File: config.mk
export PLATFORM = sky130hd
export DESIGN_NAME = alu_op_sequencer
export DESIGN_NICKNAME = d
export VERILOG_FILES = /design/src/rtl/alu_op_sequencer.sv
export SDC_FILE = /design/constraint.sdc
export NUM_CORES = 1
export LEC_CHECK = 0
export CORE_ASPECT_RATIO = 2
export CORE_UTILIZATION = 50
export CTS_BUF_LIST = sky130_fd_sc_hd__clkbuf_2
export CTS_CLUSTER_SIZE = 8
export DETAILED_ROUTE_END_ITERATION = 12
export PLACE_DENSITY = 0.71
export SETUP_SLACK_MARGIN = 0.5
export SYNTH_ARGS = -nofsm -noshare
export SYNTH_HDL_FRONTEND = slang
export SYNTH_SLANG_ARGS = --single-unit
export TNS_END_PERCENT = 1
File: constraint.sdc
create_clock -name clk -period 7.5 [get_ports clk]
set_input_delay 1.5 -clock clk [delete_from_list [all_inputs] [get_ports clk]]
set_output_delay 1.5 -clock clk [all_outputs]
set_load 0.05 [all_outputs]
File: src/rtl/alu_op_sequencer.sv
// Multicycle ALU controller that shares one W-bit adder and one inverter
// across ADD/SUB/AND/OR/NOT and a W-step shift-add MUL.
module alu_op_sequencer #(
  parameter int W = 32
) (
  input  logic         clk,
  input  logic         rst,
  input  logic         start,
  input  logic [2:0]   op,
  input  logic [W-1:0] a,
  input  logic [W-1:0] b,
  output logic         busy,
  output logic         done,
  output logic [W-1:0] result,
  output logic         zero,
  output logic         carry,
  output logic         err
);
  localparam int CW = (W > 2) ? $clog2(W) : 1;

  localparam logic [2:0] OP_ADD = 3'b000;
  localparam logic [2:0] OP_SUB = 3'b001;
  localparam logic [2:0] OP_AND = 3'b010;
  localparam logic [2:0] OP_OR  = 3'b011;
  localparam logic [2:0] OP_NOT = 3'b100;
  localparam logic [2:0] OP_MUL = 3'b101;

  typedef enum logic [2:0] {S_IDLE, S_INV, S_EXEC, S_MUL, S_DONE} state_t;

  state_t          state, state_nxt;
  logic [2:0]      op_q;
  logic [W-1:0]    a_q, opb_q;
  logic            cin_q;
  logic [W-1:0]    acc, mcand, mplier;
  logic [CW-1:0]   cnt;

  logic [W-1:0]    add_x, add_y, inv_in, inv_out, acc_nxt;
  logic            add_cin;
  logic [W:0]      sum;
  logic [W-1:0]    exec_res;
  logic            exec_c, exec_e;

  // The single adder: MUL accumulates, otherwise a + opB + cin.
  always_comb begin
    if (state == S_MUL) begin
      add_x   = acc;
      add_y   = mcand;
      add_cin = 1'b0;
    end else begin
      add_x   = a_q;
      add_y   = opb_q;
      add_cin = cin_q;
    end
  end
  assign sum = {1'b0, add_x} + {1'b0, add_y} + {{W{1'b0}}, add_cin};

  // The single inverter: complements opB for SUB, operand A for NOT.
  assign inv_in  = (state == S_INV) ? opb_q : a_q;
  assign inv_out = ~inv_in;

  assign acc_nxt = mplier[0] ? sum[W-1:0] : acc;

  always_comb begin
    exec_res = '0;
    exec_c   = 1'b0;
    exec_e   = 1'b0;
    case (op_q)
      OP_ADD, OP_SUB: begin
        exec_res = sum[W-1:0];
        exec_c   = sum[W];
      end
      OP_AND:  exec_res = a_q & opb_q;
      OP_OR:   exec_res = a_q | opb_q;
      OP_NOT:  exec_res = inv_out;
      default: exec_e   = 1'b1;
    endcase
  end

  always_ff @(posedge clk) begin
    if (rst) state <= S_IDLE;
    else     state <= state_nxt;
  end

  always_comb begin
    state_nxt = state;
    case (state)
      S_IDLE: if (start) begin
        if (op == OP_SUB)      state_nxt = S_INV;
        else if (op == OP_MUL) state_nxt = S_MUL;
        else                   state_nxt = S_EXEC;
      end
      S_INV:  state_nxt = S_EXEC;
      S_EXEC: state_nxt = S_DONE;
      S_MUL:  if (cnt == '0) state_nxt = S_DONE;
      S_DONE: state_nxt = S_IDLE;
      default: state_nxt = S_IDLE;
    endcase
  end

  always_ff @(posedge clk) begin
    if (rst) begin
      op_q   <= '0;
      a_q    <= '0;
      opb_q  <= '0;
      cin_q  <= 1'b0;
      acc    <= '0;
      mcand  <= '0;
      mplier <= '0;
      cnt    <= '0;
      result <= '0;
      zero   <= 1'b0;
      carry  <= 1'b0;
      err    <= 1'b0;
    end else begin
      case (state)
        S_IDLE: if (start) begin
          op_q   <= op;
          a_q    <= a;
          opb_q  <= b;
          cin_q  <= 1'b0;
          acc    <= '0;
          mcand  <= a;
          mplier <= b;
          cnt    <= CW'(W-1);
        end
        S_INV: begin
          opb_q <= inv_out;
          cin_q <= 1'b1;
        end
        S_EXEC: begin
          result <= exec_res;
          zero   <= (exec_res == '0);
          carry  <= exec_c;
          err    <= exec_e;
        end
        S_MUL: begin
          acc    <= acc_nxt;
          mcand  <= mcand << 1;
          mplier <= mplier >> 1;
          if (cnt == '0) begin
            result <= acc_nxt;
            zero   <= (acc_nxt == '0);
            carry  <= 1'b0;
            err    <= 1'b0;
          end else begin
            cnt <= cnt - 1'b1;
          end
        end
        default: ;
      endcase
    end
  end

  assign busy = (state != S_IDLE);
  assign done = (state == S_DONE);
endmodule
==> impl_metrics.toml <==
[outcome]
status = "complete, no violations"

[clock_network]
clk_latency_ps = 910
htree_num_levels = 2
cts_max_path_bufs = 3
post_cts.repair.setup_buffers = 0
clock_tree_from_tritoncts = "done"
cts.repair.resized = 0
cts_inserted_buffers = 47
hold_buf_cts = 0
clk_root_buffer_cell = "sky130_fd_sc_hd__clkbuf_2"
numClockSinks = 207
path_clk_slew_ps = 130

[routing]
dr_wl_met2_mm = 23.90
postRouteWirelength_mm = 46.22
met3WireLength_mm = 2.407
first_pass_iters = 5
highest_layer = "met4"
met1_length_mm = 16.54
antenna_left = 0
drcViolationCount = 0
routed_via_density = 6.099
drt_first_iter_violations = 869
num_vias = 13090
detail_route.wl_per_cell_um = 21.54

[yosys]
synth.ff_latch_count = 207
sequential_area_share_after_synthesis = 0.3333
synth_commonest_cells = "433 x sky130_fd_sc_hd__nand2_1, 207 x sky130_fd_sc_hd__dfxtp_1, 156 x sky130_fd_sc_hd__nor2_1"
yosys.area_share.xor_xnor = 0.02043
yosys.area_share.adder = 0.05897
synthesis.area_per_instance_um2 = 7.196
synth_top_family_by_area = "compound AO/OA/AOI/OAI gates"
synthTopCellsByArea = "sky130_fd_sc_hd__dfxtp_1 33%, sky130_fd_sc_hd__nand2_1 13%, sky130_fd_sc_hd__a21oi_1 5.8%, sky130_fd_sc_hd__a211oi_1 4.7%, sky130_fd_sc_hd__nor2_1 4.7%"
synth-edff-count = 0
synth_cells = 1728
synth_top_area_frac = 0.3333
asyncSetResetFlopFracSynth = 0
post_synthesis_net_count = 1833
synthesis.yosys.warnings = 0
mappedNetlistArea_mm2 = 0.01243
synth_mux_area_frac = 0.02636
yosys_most_used_dff = "sky130_fd_sc_hd__dfxtp_1"
synth.most_common_cell = "sky130_fd_sc_hd__nand2_1"
synth_top_area_cell = "sky130_fd_sc_hd__dfxtp_1"
synth_compound_area_frac = 0.2616
yosys.area_share.simple = 0.2535
synth.distinct_cells = 79

[grt]
vias_in_the_first_global_route = 12930
grt_max_degree = 84
number_of_antenna_violations_at_the_first_check_in_global_routing = 1
grt_first_pass_wirelength_mm = 70.39
grt.overflow.total = 0
globalRouteTotalUtil = 0.3621

[placement]
portBuffers = 106
gp_congestion = 0.9926
dpl.hpwl_mm = 32.91
post_dp_cell_area_mm2 = 0.01360

[die]
floorplan.initialDensity = 0.5091
floorplan.core_area_mm2 = 0.02442
pin_count = 107
std_cell_rows = 81
chipHeight_um = 225.0
die_width_um = 113.5
floorplan.die_area_mm2 = 0.02554

[setup_path]
critical_path_class = "reg -> reg"
cpPeakStageDelay_ps = 670
critical_path.endpoint_type = "register"
required_ps = 8370
cp_cell_sequence = "and3b_4 > nand2_1 > nand2_1 > fa_1 > inv_1 > fa_1 > nand2b_1 > a211oi_2 > o21ai_1 > a2111oi_2 > a2bb2oi_1 > xnor2_1 > a21oi_1 > nand3b_1 > nor4_1 > nand4_1 > nand3_1"
crit-reg2reg-capture = "zero"
crit_slowest_cell = "sky130_fd_sc_hd__and3b_4"
crit_path_max_fanout = 48
worst_r2r_path_depth = 17
worst_ep_arrival_time_ps = 6320
rr_startpoint = "state[0]"
critPathLaunchType = "register"
r2r_setup_slack_ps = 2050

[cells_and_area]
filler_cell_count = 2394
areaGrowthSynthToFinish_pct = 13.11
nets = 1878
drive_above_1_share = 0.07671
postLayoutCellArea_mm2 = 0.01406

[hold_path]
whs_endpoint = "mcand[10]"
min-delay-path-class = "reg -> reg"
min_path_cells = 2
hold_path_startpoint = "mcand[9]"

[sta]
finalMaxSlewViolations = 0
rsz0062_at_grt = "no"
timing.max_slew.rel_slack = 0.3229
period_share = 0.7273
max_clock_freq_mhz = 183.3
setup_tns_ps = 0
period_minus_slack_ps = 5455
skew_ps = 104.1
worst_slew_pin_slew_ps = 1014
setup_viol = 0
finalHoldViolCount = 0

[power_and_ir_drop]
max_vdd_drop_mv = 0.1396
power_density_mw_per_mm2 = 209.2
p_leak_nw = 5.432

[run]
max_cap_viol_count = 0
cell usage in the layout (no fill, tap or decap), types with 16 or more instances in the layout:
cell and n:
sky130_fd_sc_hd__a211oi_1 78, sky130_fd_sc_hd__a21oi_1 144, sky130_fd_sc_hd__a31oi_1 39, sky130_fd_sc_hd__buf_4 23
sky130_fd_sc_hd__clkbuf_2 70, sky130_fd_sc_hd__clkdlybuf4s50_1 105, sky130_fd_sc_hd__dfxtp_1 206, sky130_fd_sc_hd__ha_1 33
sky130_fd_sc_hd__inv_1 16, sky130_fd_sc_hd__maj3_1 28, sky130_fd_sc_hd__mux2i_1 17, sky130_fd_sc_hd__nand2_1 432
sky130_fd_sc_hd__nand3_1 21, sky130_fd_sc_hd__nand4_1 16, sky130_fd_sc_hd__nor2_1 154, sky130_fd_sc_hd__nor3_1 49
sky130_fd_sc_hd__o211ai_1 17, sky130_fd_sc_hd__o21ai_0 110, sky130_fd_sc_hd__xnor2_1 18
worst max-delay path by stage:
stage | from | endpoint | slack, ps | cells after the start
2_1_floorplan | state[0] | zero | 2800 | 22
3_3_place_gp | state[0] | zero | 2330 | 17
3_5_place_dp | state[0] | zero | 2180 | 17
4_1_cts | state[0] | zero | 2160 | 17
5_1_grt | state[0] | zero | 1700 | 17
6_report | state[0] | zero | 2050 | 17
layer usage:
| layer | track usage | vias to the layer above |
|---|---|---|
| met2 | 0.6644 | 484 |
| met4 | 0.2568 | 0 |
| met3 | 0.04895 | 168 |
| li1 | - | 6272 |
| met1 | 0.3714 | 6164 |
| met5 | 0 | - |
cells by family after synthesis:
group,count (synthesis)
multiplexers,31
buffers and inverters,148
AND/OR/NAND/NOR,745
XOR/XNOR,29
adder cells (fa/ha/maj),63
flip-flops,207
AO/OA/AOI/OAI,505
registers in the layout, summed over array words and instances, names as in the netlist, 5 cells and up:
register  flops
mcand        32
mplier       32
acc          32
a_q          32
cnt           5
result       32
opb_q        32
final cells by class:
class | count | area, um2 | share of cell area
flip-flops and latches | 207 | 4145 | 0.2947
repair buffers | 128 | 1224 | 0.08700
well taps | 332 | 415.4 | 0.02953
multi-input cells | 1373 | 7760 | 0.5517
clock inverters | 18 | 105.1 | 0.007473
diodes | 2 | 5.005 | 0.0003558
inverters | 16 | 60.06 | 0.004270
clock buffers | 70 | 350.3 | 0.02491
report_power, final:
part | internal [mW] | total [mW] | switching [mW] | leakage (nW)
clock network | 0.289 | 0.774 | 0.485 | 0.348
registers | 1.19 | 1.28 | 0.0927 | 1.70
logic | 0.312 | 0.887 | 0.575 | 3.39
total | 1.79 | 2.94 | 1.15 | 5.43
critical path: cells and delay by family, from the launching register on:
kind / cells / cell delay, ps
and+or+nand+nor: 8 / 1960
AOI/OAI and AO/OA: 5 / 1960
adders and majority gates: 2 / 670
DFF: 1 / 520
xor gates and xnor gates: 1 / 240
buffers and inverters: 1 / 70
per-stage QoR:
step / utilization / hold WS (ps) / instances / total power [mW] / setup slack [ps]
after global routing: 0.5758 / 474.3 / 2146 / 3.087 / 1704
after global placement: 0.5570 / 437.6 / 2056 / 2.168 / 2329
final: 0.5758 / 451.8 / 2146 / 2.943 / 2045
after detailed placement: 0.5570 / 443.4 / 2056 / 2.179 / 2175
after floorplan: - / 442.6 / 1728 / 1.871 / 2805
after CTS: 0.5756 / 458.5 / 2144 / 2.947 / 2163
Power figures use the tool's default switching activity.
